$ cat config.mk
export PLATFORM = sky130hd
export DESIGN_NAME = mem_access_unit
export DESIGN_NICKNAME = d
export VERILOG_FILES = /design/src/rtl/mem_access_unit_pkg.sv /design/src/rtl/mem_access_unit_lane_align.sv /design/src/rtl/mem_access_unit.sv
export SDC_FILE = /design/constraint.sdc
export NUM_CORES = 1
export LEC_CHECK = 0
export ABC_CLOCK_PERIOD_IN_PS = 2500
export BUFFER_PORTS_ARGS = -buffer_cell sky130_fd_sc_hd__buf_4
export CORE_MARGIN = 2
export CORE_UTILIZATION = 45
export DETAILED_ROUTE_END_ITERATION = 8
export PLACE_DENSITY = 0.85
export SKIP_CTS_REPAIR_TIMING = 1
export SLEW_MARGIN = 20
export SYNTH_ARGS = -nofsm -noshare
export SYNTH_HDL_FRONTEND = slang
export SYNTH_SLANG_ARGS = --single-unit
$ cat constraint.sdc
create_clock -name clk -period 2.5 [get_ports clk]
set_input_delay 0 -clock clk [delete_from_list [all_inputs] [get_ports clk]]
set_output_delay 0 -clock clk [all_outputs]
set_load 0.02 [all_outputs]
$ cat src/rtl/mem_access_unit_pkg.sv
// ---------------------------------------------------------------------------
// mem_access_unit_pkg
//   Shared definitions for the load/store memory access unit:
//   - funct3 size/sign encodings (B, H, W, BU, HU)
//   - FSM state enumeration (IDLE, REQ, WAIT, RESP)
//   - default watchdog TIMEOUT
//   - helpers that classify a request as legal and/or misaligned
// ---------------------------------------------------------------------------
package mem_access_unit_pkg;

  localparam int unsigned DEFAULT_TIMEOUT = 255;

  localparam logic [2:0] F3_B  = 3'b000;
  localparam logic [2:0] F3_H  = 3'b001;
  localparam logic [2:0] F3_W  = 3'b010;
  localparam logic [2:0] F3_BU = 3'b100;
  localparam logic [2:0] F3_HU = 3'b101;

  typedef enum logic [1:0] {
    ST_IDLE = 2'd0,
    ST_REQ  = 2'd1,
    ST_WAIT = 2'd2,
    ST_RESP = 2'd3
  } state_e;

  // Only the five size/sign codes above are meaningful; everything else errors.
  function automatic logic f3_legal(input logic [2:0] f3);
    logic ok;
    case (f3)
      F3_B, F3_H, F3_W, F3_BU, F3_HU: ok = 1'b1;
      default:                        ok = 1'b0;
    endcase
    return ok;
  endfunction

  // Halfwords need an even address, words a 4-byte aligned one.
  function automatic logic f3_misaligned(input logic [2:0] f3, input logic [1:0] off);
    logic mis;
    case (f3)
      F3_H, F3_HU: mis = off[0];
      F3_W:        mis = (off != 2'b00);
      default:     mis = 1'b0;
    endcase
    return mis;
  endfunction

endpackage

$ cat src/rtl/mem_access_unit_lane_align.sv
// ---------------------------------------------------------------------------
// mem_lane_align
//   Purely combinational lane steering for the memory access unit.
//   Ports:
//     funct3    in   size/sign code of the access
//     byte_off  in   addr[1:0] of the access
//     st_data   in   right-aligned store data
//     ld_word   in   raw 32-bit word returned by memory
//     be        out  byte enables for the addressed lanes
//     st_wdata  out  store data replicated across all lanes
//     ld_data   out  selected lane, sign/zero extended to 32 bits
// ---------------------------------------------------------------------------
module mem_lane_align
  import mem_access_unit_pkg::*;
(
  input  logic [2:0]  funct3,
  input  logic [1:0]  byte_off,
  input  logic [31:0] st_data,
  input  logic [31:0] ld_word,
  output logic [3:0]  be,
  output logic [31:0] st_wdata,
  output logic [31:0] ld_data
);

  // Shift the addressed lane down to bit 0; only the low halfword is ever used.
  logic [15:0] lane;
  assign lane = 16'(ld_word >> {byte_off, 3'b000});

  always_comb begin
    be       = 4'b0000;
    st_wdata = st_data;
    ld_data  = '0;
    case (funct3)
      F3_B: begin
        be       = 4'b0001 << byte_off;
        st_wdata = {4{st_data[7:0]}};
        ld_data  = {{24{lane[7]}}, lane[7:0]};
      end
      F3_BU: begin
        be       = 4'b0001 << byte_off;
        st_wdata = {4{st_data[7:0]}};
        ld_data  = {24'h000000, lane[7:0]};
      end
      F3_H: begin
        be       = 4'b0011 << byte_off;
        st_wdata = {2{st_data[15:0]}};
        ld_data  = {{16{lane[15]}}, lane[15:0]};
      end
      F3_HU: begin
        be       = 4'b0011 << byte_off;
        st_wdata = {2{st_data[15:0]}};
        ld_data  = {16'h0000, lane[15:0]};
      end
      F3_W: begin
        be       = 4'b1111;
        st_wdata = st_data;
        ld_data  = ld_word;
      end
      default: begin
        be       = 4'b0000;
        st_wdata = st_data;
        ld_data  = '0;
      end
    endcase
  end

endmodule

$ cat src/rtl/mem_access_unit.sv
// ---------------------------------------------------------------------------
// mem_access_unit
//   Single-outstanding load/store unit between the datapath and a
//   request/grant/rvalid memory port, with a watchdog that aborts stuck
//   accesses.
//   Parameter:
//     TIMEOUT      cycles allowed in REQ+WAIT before aborting with an error
//   Datapath side:
//     clk, rst     clock, asynchronous active-low reset
//     req_valid    in   load/store presented
//     req_ready    out  unit idle and able to accept
//     MemRW        in   1 = store, 0 = load
//     funct3       in   size/sign code
//     addr         in   byte address
//     Wr_data      in   right-aligned store data
//     rsp_valid    out  one-cycle completion pulse
//     rsp_err      out  misaligned / illegal / timeout, with rsp_valid
//     rd_data      out  extended load data (0 for stores and errors)
//     stall        out  pipeline stall from accept through rsp_valid
//   Memory side:
//     mem_req/mem_we/mem_addr/mem_be/mem_wdata  out  request (zero when idle)
//     mem_gnt      in   request accepted
//     mem_rvalid   in   read data valid / write acknowledged
//     mem_rdata    in   read word
// ---------------------------------------------------------------------------
module mem_access_unit
  import mem_access_unit_pkg::*;
#(
  parameter int unsigned TIMEOUT = DEFAULT_TIMEOUT
)
(
  input  logic        clk,
  input  logic        rst,
  input  logic        req_valid,
  output logic        req_ready,
  input  logic        MemRW,
  input  logic [2:0]  funct3,
  input  logic [31:0] addr,
  input  logic [31:0] Wr_data,
  output logic        rsp_valid,
  output logic        rsp_err,
  output logic [31:0] rd_data,
  output logic        stall,
  output logic        mem_req,
  output logic        mem_we,
  output logic [31:0] mem_addr,
  output logic [3:0]  mem_be,
  output logic [31:0] mem_wdata,
  input  logic        mem_gnt,
  input  logic        mem_rvalid,
  input  logic [31:0] mem_rdata
);

  // The counter only has to reach TIMEOUT-1, the last cycle before the abort.
  localparam int unsigned    WD_W    = (TIMEOUT < 2) ? 1 : $clog2(TIMEOUT);
  localparam logic [WD_W-1:0] WD_LAST = WD_W'(TIMEOUT - 1);

  state_e      state_q, state_d;
  logic        mem_rw_q, mem_rw_d;
  logic [2:0]  funct3_q, funct3_d;
  logic [31:0] addr_q, addr_d;
  logic [31:0] wr_data_q, wr_data_d;
  logic [WD_W-1:0] wd_q, wd_d;
  logic        mem_req_q, mem_req_d;
  logic        rsp_valid_q, rsp_valid_d;
  logic        rsp_err_q, rsp_err_d;
  logic [31:0] rd_data_q, rd_data_d;

  logic [3:0]  lane_be;
  logic [31:0] lane_wdata;
  logic [31:0] lane_ld;

  // Lane steering always works from the registered request, so the memory
  // fields cannot move while mem_req is held.
  mem_lane_align u_lane_align (
    .funct3   (funct3_q),
    .byte_off (addr_q[1:0]),
    .st_data  (wr_data_q),
    .ld_word  (mem_rdata),
    .be       (lane_be),
    .st_wdata (lane_wdata),
    .ld_data  (lane_ld)
  );

  // Next-state logic. Completion takes priority over the watchdog when both
  // land on the same cycle, since the memory has already answered.
  always_comb begin
    state_d     = state_q;
    mem_rw_d    = mem_rw_q;
    funct3_d    = funct3_q;
    addr_d      = addr_q;
    wr_data_d   = wr_data_q;
    wd_d        = wd_q;
    mem_req_d   = mem_req_q;
    rsp_valid_d = 1'b0;
    rsp_err_d   = 1'b0;
    rd_data_d   = '0;

    case (state_q)
      ST_IDLE: begin
        wd_d = '0;
        if (req_valid) begin
          mem_rw_d  = MemRW;
          funct3_d  = funct3;
          addr_d    = addr;
          wr_data_d = Wr_data;
          if (f3_legal(funct3) && !f3_misaligned(funct3, addr[1:0])) begin
            state_d   = ST_REQ;
            mem_req_d = 1'b1;
          end else begin
            // Bad requests never reach memory; answer with an error next cycle.
            state_d     = ST_RESP;
            rsp_valid_d = 1'b1;
            rsp_err_d   = 1'b1;
          end
        end
      end

      ST_REQ: begin
        wd_d = wd_q + 1'b1;
        if (mem_gnt && mem_rvalid) begin
          state_d     = ST_RESP;
          mem_req_d   = 1'b0;
          rsp_valid_d = 1'b1;
          rd_data_d   = mem_rw_q ? 32'h0 : lane_ld;
        end else if (wd_q == WD_LAST) begin
          state_d     = ST_RESP;
          mem_req_d   = 1'b0;
          rsp_valid_d = 1'b1;
          rsp_err_d   = 1'b1;
        end else if (mem_gnt) begin
          state_d   = ST_WAIT;
          mem_req_d = 1'b0;
        end
      end

      ST_WAIT: begin
        wd_d = wd_q + 1'b1;
        if (mem_rvalid) begin
          state_d     = ST_RESP;
          rsp_valid_d = 1'b1;
          rd_data_d   = mem_rw_q ? 32'h0 : lane_ld;
        end else if (wd_q == WD_LAST) begin
          state_d     = ST_RESP;
          rsp_valid_d = 1'b1;
          rsp_err_d   = 1'b1;
        end
      end

      ST_RESP: begin
        state_d = ST_IDLE;
        wd_d    = '0;
      end

      default: begin
        state_d   = ST_IDLE;
        mem_req_d = 1'b0;
        wd_d      = '0;
      end
    endcase
  end

  always_ff @(posedge clk or negedge rst) begin
    if (!rst) begin
      state_q     <= ST_IDLE;
      mem_rw_q    <= 1'b0;
      funct3_q    <= 3'b000;
      addr_q      <= '0;
      wr_data_q   <= '0;
      wd_q        <= '0;
      mem_req_q   <= 1'b0;
      rsp_valid_q <= 1'b0;
      rsp_err_q   <= 1'b0;
      rd_data_q   <= '0;
    end else begin
      state_q     <= state_d;
      mem_rw_q    <= mem_rw_d;
      funct3_q    <= funct3_d;
      addr_q      <= addr_d;
      wr_data_q   <= wr_data_d;
      wd_q        <= wd_d;
      mem_req_q   <= mem_req_d;
      rsp_valid_q <= rsp_valid_d;
      rsp_err_q   <= rsp_err_d;
      rd_data_q   <= rd_data_d;
    end
  end

  assign req_ready = (state_q == ST_IDLE);

  // The accept cycle is still IDLE, so stall must follow req_valid there.
  assign stall = rst & ((state_q != ST_IDLE) | req_valid);

  assign rsp_valid = rsp_valid_q;
  assign rsp_err   = rsp_err_q;
  assign rd_data   = rd_data_q;

  // Every memory-side field is forced to zero whenever no request is held.
  assign mem_req   = mem_req_q;
  assign mem_we    = mem_req_q & mem_rw_q;
  assign mem_addr  = mem_req_q ? {addr_q[31:2], 2'b00} : 32'h0;
  assign mem_be    = mem_req_q ? lane_be : 4'b0000;
  assign mem_wdata = (mem_req_q & mem_rw_q) ? lane_wdata : 32'h0;

endmodule

# --- Word level (Yosys, flattened, before mapping) ---
# Cells that the tools add are included.
totals:
  regBits: 113
  inputBits: 105
  out_inout_bits: 106
  word_cells: 91
op_classes:
  add_sub_neg: 1
  eq_ne: 16
  shifts: 3
  muxes: 40
  bitwise: 3
  reduce_logical: 18
op_table:
  columns: ["operator", "count"]
  rows:
  - ["32-bit 2-to-1 mux", 5]
  - ["32-bit case mux with 5 select lines", 1]
  - ["32-bit case mux with 2 select lines", 2]
  - ["32-bit by 5-bit >> shifter with 16-bit output", 1]
  - ["1-bit 2-to-1 mux", 17]
  - ["8-bit case mux with 2 select lines", 1]
  - ["2-bit 2-to-1 mux", 7]
  - ["3-bit equality test, second input constant", 4]
  - ["4-bit case mux with 3 select lines", 1]
  - ["2-bit OR reduction", 5]
  - ["8-bit by 1-bit adder with 8-bit output, second input constant", 1]
  - ["8-bit equality test, second input constant", 1]
  - ["2-bit case mux with 4 select lines", 1]
  - ["3-bit by 1-bit equality test with 1-bit output, second input constant", 2]
  - ["3-bit by 2-bit equality test with 1-bit output, second input constant", 2]
  - ["3-bit zero test", 2]
  - ["1-bit case mux with 3 select lines", 2]
  - ["2-bit nonzero test", 3]
  - ["5-bit OR reduction", 1]
  - ["2-bit equality test, second input constant", 2]
  - ["4-bit 2-to-1 mux", 1]
  - ["4-bit != test, second input constant", 1]
  - ["1-bit case mux with 2 select lines", 2]
  - ["4-bit AND reduction", 1]
  - ["other kinds (13)", 15]

# --- Logic depth before layout (Yosys ltp) ---
# Gate-level depths: netlist of run 1.
depth:
  depth_word: 10
  ltp_mapped: 8
  mapped_depth_nobuf: 6

# --- Cells and area by module ---
# Synthesis of run 1 repeated with hierarchy kept, for this count alone.
unflattened:
  hier_cells: 542
  hier_area_um2: 6079.6
modules_own_cells:
  columns: ["mod", "n_inst", "cells_each", "area_per_inst_um2", "seq_area_each_um2"]
  rows:
  - ["mem_access_unit", 1, 370, 4749.6, 2827.7]
  - ["mem_lane_align", 1, 172, 1330.0, 0.0]

# --- Worst setup path after synthesis of run 1 ---
# OpenSTA, ideal clock, no wires.
synth_timing:
  path_kind: "register -> register"
  start: "register state_q[0]"
  end: "register wr_data_q[18]"
  setup_time_ps: 125
  arrival_ps: 1847
  required_time_ps: 2375
  path_slack_ps: 528
  stages_incl_launch_ff: 7
  n_path_buf: 2
  synth_period_minus_slack_ps: 1972
  path_cell_list: "dfrtp_1 inv_1 ha_1 nand2_1 buf_2 buf_1 mux2_2"
synth_via:
  elab_chain_cells: 2
synth_rtl:
  columns: ["element", "line_no", "source"]
  rows:
  - ["start: declaration", "mem_access_unit.sv:58", "state_e state_q, state_d;"]
  - ["start signal: assignment", "mem_access_unit.sv:176", "state_q <= state_d;"]
  - ["2-bit zero test", null, null]
  - ["named net req_ready", "mem_access_unit.sv:35", "output logic req_ready,"]
  - ["2-bit AND reduction (no source line)", null, null]
  - ["end signal: assignment", "mem_access_unit.sv:180", "wr_data_q <= wr_data_d;"]
  - ["end: declaration", "mem_access_unit.sv:62", "logic [31:0] wr_data_q, wr_data_d;"]
# The timed path passes the listed nets, and every way through them passes these cells.
# A chain may end at the register's enable or synchronous reset.

# --- Worst setup path in the final report of run 1 ---
layout_timing:
  start: "register addr_q[0]"
  end: "register rd_data_q[13] (netlist: rd_data[13])"
layout_via:
  elab_chain_cells: 5
  elab_cells_between_ends: 6
  classes_between: "shift: 1; mux: 5"
layout_rtl:
  columns: ["element", "line_no", "source"]
  rows:
  - ["start: declaration", "mem_access_unit.sv:61", "logic [31:0] addr_q, addr_d;"]
  - ["start signal: assignment", "mem_access_unit.sv:179", "addr_q <= addr_d;"]
  - ["32-bit by 5-bit >> shifter with 16-bit output *", "mem_access_unit_lane_align.sv:27", "assign lane = 16'(ld_word >> {byte_off, 3'b000});"]
  - ["32-bit case mux with 5 select lines *", "mem_access_unit_lane_align.sv:33", "case (funct3)"]
  - ["32-bit 2-to-1 mux *", "mem_access_unit.sv:125, mem_access_unit.sv:142", null]
  - ["32-bit 2-to-1 mux, on equally long branches", "mem_access_unit.sv:139, mem_access_unit.sv:121", null]
  - ["32-bit case mux with 2 select lines *", "mem_access_unit.sv:99", "case (state_q)"]
  - ["named net rd_data_d[13]", "mem_access_unit.sv:67", "logic [31:0] rd_data_q, rd_data_d;"]
  - ["end signal: assignment", "mem_access_unit.sv:185", "rd_data_q <= rd_data_d;"]
  - ["end: declaration", "mem_access_unit.sv:67", null]
# The timed path passes the listed nets; every way through them passes the cells marked *.

==> results of run 1 <==
## power by group
part	total [mW]	internal [mW]	switching, mW
Combinational	4.61	2.19	2.42
Clock	2.30	1.46	0.843
Sequential	3.09	2.50	0.581
Total	10.0	6.16	3.84
## cells in the final DEF, fill, tap and decap left out, types with 3 or more instances in the layout
cell type and count:
a222oi_1 7, o21ai_0 13, a21oi_1 37, mux2_2 73
and3_1 10, nor2_1 38, a21boi_0 3, nor2b_1 10
buf_4 222, a22oi_1 4, clkbuf_8 4, nand3_1 4
or2_2 5, and2_1 38, mux4_1 3, clkbuf_16 17
a21o_2 6, xnor2_1 3, nand2b_1 5, nand2_1 17
o31ai_1 3, dfrtp_1 112, mux2i_1 19, a31oi_1 4
dlygate4sd3_1 100, clkinv_2 6, a21o_1 11, ha_1 6
inv_1 6, or3_1 5
## sequential cells by signal (all words and copies together), names as in the netlist
signal and cells:
addr_q 32, funct3_q 3, mem_req 1, mem_rw_q 1, rd_data 32, rsp_err 1, rsp_valid 1, state_q 2
wd_q 8, wr_data_q 32
## through the flow
step	util (%)	cell area, um^2	hold WS [ns]	worst slack [ns]	cells
floorplan	-	5630	-0.296	0.528	499
finish	73.6	8920	0.0195	0.123	987
CTS	65.3	7910	-0.214	0.252	886
global route	73.6	8920	0.000357	0.0935	987
global placement	60.7	7350	0.212	0.471	854
detailed placement	60.7	7350	0.224	0.380	854
## final cells by class
class	instances	share of cell area, %
well taps	168	2.36
multi-input cells	345	29.4
flip-flops and latches	113	31.7
inverters	6	0.253
clock buffers	22	5.43
diodes	1	0.0281
repair buffers	322	29.9
clock inverters	10	0.940
## cell families after synthesis
| logic type | synth area share, % |
|---|---|
| DFF | 50.3 |
| xor gates and xnor gates | 0.623 |
| AOI/OAI and AO/OA | 11.5 |
| adders and majority gates | 1.34 |
| and+or+nand+nor | 13.1 |
| other | 0.0667 |
| buffers and inverters | 3.27 |
| muxes | 19.8 |
## worst max-delay path: cells and delay by family, from the launching register on
| family | cells | cell delay [ns] |
|---|---|---|
| DFF | 1 | 0.56 |
| AOI/OAI and AO/OA | 3 | 1.47 |
| buffers and inverters | 1 | 0.27 |
## per-layer routing
layer,vias up,part of all wire [%],wire length [um]
li1,2378,-,-
met1,2604,37,7110
met2,317,51,9690
met3,64,8.2,1570
met4,0,3.8,726
met5,-,0,0
## worst max-delay path by stage
stage | from | end | slack (ns) | cells after the start
finish | addr_q[0] | rd_data[13] | 0.12 | 4
floorplan | state_q[0] | wr_data_q[18] | 0.53 | 6
CTS | mem_rw_q | mem_wdata[11] | 0.25 | 3
global route | addr_q[0] | rd_data[10] | 0.09 | 6
detailed placement | state_q[1] | rd_data[30] | 0.38 | 7
global placement | state_q[1] | rd_data[28] | 0.47 | 7
==> qor.yml, run 1 <==
cts:
  htree_num_levels: 4
  cts_root_buf: "clkbuf_16"
  cts_max_path_buffers: 2
  cts_buffers: 17
  clkSlewWorstSetupHoldPaths_ns: 0.06
  numClockSinks: 113
  tritoncts: "done"
  insertion_delay_ns: 0.42
placed_design:
  dp_hpwl_um: 11100
  portBuffers: 208
  gp_congestion: 0.910
detailed_routing:
  ant_nets: 0
  wl_um: 19100
  drc: 0
  drt-vias-per-instance: 5.43
  wl_per_cell_um: 19.3
  vias: 5363
  drt_iter0_drc: 508
  first_pass_iters: 8
worst_hold_path:
  hp-start: "mem_rdata[12]"
  hold_class: "in2reg"
  hold_path_depth: 3
  min_to: "rd_data[12]"
pwr:
  power_density_mw_per_mm2: 1120
  p_total_mw: 10.0
  p_leak_nw: 4.38
  vdd_drop_max_v: 0.000601
synth:
  synth_most_common_cell: "dfrtp_1"
  syn_area_mm2: 0.00562
  synth_common_cells: "113 x dfrtp_1, 73 x mux2_2, 38 x and2_1, 38 x nor2_1, 37 x a21oi_1"
  yosysSeqAreaShare_pct: 50.3
  synth.distinct_cells: 48
  yosys.area.top_type: "dfrtp_1"
  synth_top_area_share_pct: 50.3
  syn_avg_cell_area_um2: 11.3
  synth_top_flop_cell: "dfrtp_1"
  yosys_register_bits: 113
  synth_edf_count: 0
  synthArstFlopShare_pct: 100
  netlist_instances: 498
  yosysWarnings: 0
  synth.area.top_cells: "dfrtp_1 50%, mux2_2 15%, and2_1 4.2%"
grt:
  grt_busiest_layer: "met2"
  grt_max_degree: 62
  grt_use_total_pct: 23.7
  grt_pass1_vias: 4953
  antenna_found_initial: 1
  met2_usage_pct: 41.2
  grt_use_met3_pct: 7.90
  grt_first_pass_wirelength_um: 24400
  grt_overflow: 0
  grt_use_met1_pct: 27.0
timing:
  fin_setup_tns_ns: 0
  finClkSkew_ns: 0.00585
  fmaxAchievable_mhz: 421
  fin_crit_sh_pct: 95.1
  tightestPinTransition_ns: 1.07
  slew_headroom_pct: 28.6
  slew_violations: 0
  setup_viol: 0
  finalCriticalPeriod_ns: 2.38
  final-hold-violation-count: 0
  rsz0062_at_grt: "false"
setup_path:
  criticalPathCategory: "reg2reg"
  rrSetupSlack_ns: 0.12
  critical_path.max_stage_delay_ns: 0.87
  cp-end-kind: "flop"
  crit_slowest_cell: "o31ai_1"
  worstSetupStartpointType: "flop"
  crit_fanout: 12
  worst_ep_required_time_ns: 2.83
  rr_startpoint: "addr_q[0]"
  crit_chain: "buf_4, o31ai_1, a222oi_1, a21oi_1"
  crit_arrival_ns: 2.71
  rr_endpoint: "rd_data[13]"
  r2r_cells: 4
final_layout:
  fill_cells: 730
  multi_input_area_mm2: 0.00262
  syn_to_final_growth_pct: 58.6
  drive_gt1_share_pct: 41.8
  fin_nets: 916
  regArea_mm2: 0.00283
die:
  num_rows: 40
  core_mm2: 0.0121
  chipHeight_um: 116
  ios: 211
  die_w_um: 116
  die_area_mm2: 0.0134
  initial_utilization_pct: 46.4
job:
  maxCapViolCount: 0
outcome:
  outcome: "complete, no violations"
No activity file was read; power rests on OpenSTA's default activity.
==> run 2: changes to the inputs <==
Settings changed: CELL_PAD_IN_SITES_DETAIL_PLACEMENT from default to 1, CELL_PAD_IN_SITES_GLOBAL_PLACEMENT from default to 1, CORE_UTILIZATION 45 to 38, PLACE_DENSITY 0.85 to 0.92.
==> run 2 against run 1 <==
First-iteration DRC count decreased by 51%. Critical path depth increased by 2. Clock power increased by 4%. Via count about the same. Clock skew increased by 0.0081 ns. Register-to-register slack about the same. Global-route usage decreased by 1.1 points. Count of clock-buffer cells in the layout increased by 2. Cell count increased by 1.1%. Worst setup slack improved by 0.0036 ns. Cell area increased by 0.52%. Critical path type unchanged. Largest cell class unchanged. Highest routed layer unchanged.
==> qor.yml, run 2 (synthesized netlist as in run 1, its figures left out) <==
setup_path:
  crit_fanout: 13  # +1
  crit_chain: "inv_1, ha_1, nand2_1, or3_1, a21o_1, a21oi_1"
  rr_startpoint: "state_q[1]"
  cp-end-kind: "flop"
  rr_endpoint: "rd_data[11]"
  critical_path.max_stage_delay_ns: 0.58  # -0.29 ns
  startpoint: "state_q[1]"
  crit_slowest_cell: "or3_1"
  criticalPathCategory: "reg2reg"
  cp_top_family: "simple AND/OR/NAND/NOR gates"
  crit_arrival_ns: 2.66  # -0.05 ns
  r2r_cells: 6  # +2
  worst_ep_required_time_ns: 2.79  # -0.04 ns
  worstSetupStartpointType: "flop"
  rrSetupSlack_ns: 0.13  # about the same
  path_buf_inv: 1  # unchanged
pwr:
  pwr-share-comb_pct: 46.3  # +0.2 points
  swShare_pct: 38.9  # +0.43 points
  vdd_drop_max_v: 0.000596  # -0.87%
  p_leak_nw: 4.40  # +0.39%
  power_density_mw_per_mm2: 1150  # +2.4%
  p_sw_mw: 4.00  # +4.0%
  power_frac_seq_pct: 30.3  # -0.6 points
  intPower_mw: 6.29  # +2.2%
  clockPowerShare_pct: 23.4  # +0.4 points
detailed_routing:
  ant_nets: 0  # unchanged
  drt_iter0_drc: 249  # -51%
  drc: 0  # unchanged
  first_pass_iters: 6  # -2
  vias: 5359  # -0.075%
  drt-vias-per-instance: 5.37  # -1.2%
  wl_per_cell_um: 22.3  # +15%
  wl_um: 22200  # +16%
final_layout:
  n_antenna_cell: 0  # -1
  fin_nets: 915  # -0.11%
  final_cell_mix: "221 x buf_4, 112 x dfrtp_1, 98 x dlygate4sd3_1"
  drive_gt1_share_pct: 41.6  # -0.16 points
  fill_cells: 1459  # +100%
  final_common_cell: "buf_4"
  syn_to_final_growth_pct: 59.4
  regArea_mm2: 0.00283  # unchanged
  final_cells: 998  # +1.1%
  multi_input_area_mm2: 0.00262  # +0.19%
timing:
  rsz0062_at_grt: "false"
  finClkSkew_ns: 0.0140  # +0.00811 ns
  tightestPinTransition_ns: 0.961  # -0.108 ns
  finalCriticalPeriod_ns: 2.37  # -0.00361 ns
  fin_crit_sh_pct: 95.0  # -0.14 points
  slew_headroom_pct: 35.4  # +6.8 points
  fin_setup_tns_ns: 0  # unchanged
  setup_viol: 0  # unchanged
  slew_violations: 0  # unchanged
  fmaxAchievable_mhz: 421  # +0.15%
  final-hold-violation-count: 0  # unchanged
cts:
  cts_buffers: 17  # unchanged
  insertion_delay_ns: 0.41  # about the same
  htree_num_levels: 4  # unchanged
  clkSlewWorstSetupHoldPaths_ns: 0.05  # about the same
  cts_root_buf: "clkbuf_16"
  numClockSinks: 113  # unchanged
  tritoncts: "done"
  cts_max_path_buffers: 2  # unchanged
worst_hold_path:
  min_to: "rsp_err"
  hold_path_depth: 4  # +1
  hp-start: "mem_rvalid"
  hold_class: "in2reg"
grt:
  grt_first_pass_wirelength_um: 28200  # +16%
  grt_pass1_vias: 5272  # +6.4%
  antenna_found_initial: 0  # -1
  grt_overflow: 0  # unchanged
  grt_max_degree: 45  # -27%
  grt_use_total_pct: 22.6  # -1.1 points
outcome:
  outcome: "complete, no violations"
die:
  die_w_um: 126  # +8.5%
  die_area_mm2: 0.0158  # +18%
  core_mm2: 0.0145  # +20%
  ios: 211  # unchanged
  chipHeight_um: 126  # +8.5%
  initial_utilization_pct: 38.8  # -7.6 points
  num_rows: 44  # +10%
placed_design:
  portBuffers: 208  # unchanged
  placed_cells: 871  # +2.0%
  gp_congestion: 0.839  # -7.9%
  dp_hpwl_um: 12700  # +15%
job:
  maxCapViolCount: 0  # unchanged
==> run 2: changes by cell type in the layout (fill, tap and decap cells not counted) <==
cell,change
nand2_4,+1
bufinv_16,+1
clkinv_4,-1
clkinvlp_4,-1
diode_2,-1
dlygate4sd3_1,-2
nand2_2,-1
clkbuf_1,+1
clkinv_2,-4
clkbuf_8,+1
buf_4,-1
buf_12,+2
==> run 2: worst max path at each step <==
stage | endpoint | slack, ns | depth (start not counted)
after floorplan | wr_data_q[18] | 0.53 | 6
after global placement | rd_data[30] | 0.32 | 7
after detailed placement | rd_data[27] | 0.21 | 7
after CTS | rd_data[18] | 0.15 | 7
after global routing | rd_data[11] | 0.003 | 6
final | rd_data[11] | 0.13 | 6
==> run 2: final cells by class <==
| class | instances | area share (%) |
|---|---|---|
| clock buffer | 24 | 5.60 |
| clock inverter | 5 | 0.865 |
| inverter | 6 | 0.251 |
| multi-input combinational | 345 | 29.3 |
| sequential | 113 | 31.6 |
| tap | 184 | 2.57 |
| timing repair buffer | 321 | 29.9 |
==> run 2: power by group through the flow <==
stage	Combinational (mW)	Clock, mW	Sequential (mW)
6_report	4.76	2.40	3.12
5_1_grt	5.08	2.53	3.20
4_1_cts	4.51	2.40	3.06
3_5_place_dp	4.45	0	3.08
3_3_place_gp	4.29	0	3.00
2_1_floorplan	2.97	0	2.89
==> run 2: worst min-delay path: stages <==
cell and delay (ns):
buf_4 0.11, nor2_1 0.05, o21ai_0 0.14, a21oi_1 0.07
==> run 2: routing by layer <==
metal	up-vias	GRT usage [%]	wire length, um
li1	2370	-	-
met1	2720	26.8	8290
met2	214	38.6	12100
met3	55	6.97	1160
met4	0	8.82	682
met5	-	0	0
==> run 2: through the flow <==
step           util, %  cell area, um^2  hold slack, ns  worst slack (ns)  power [mW]
2_1_floorplan        -             5630          -0.296             0.528        5.86
3_3_place_gp      51.1             7400        -0.00884             0.325        7.29
3_5_place_dp      51.1             7400         0.00369             0.212        7.53
4_1_cts           55.1             7980          -0.426             0.148        9.97
5_1_grt           61.9             8960          0.0151           0.00283        10.8
6_report          61.9             8960          0.0124             0.126        10.3
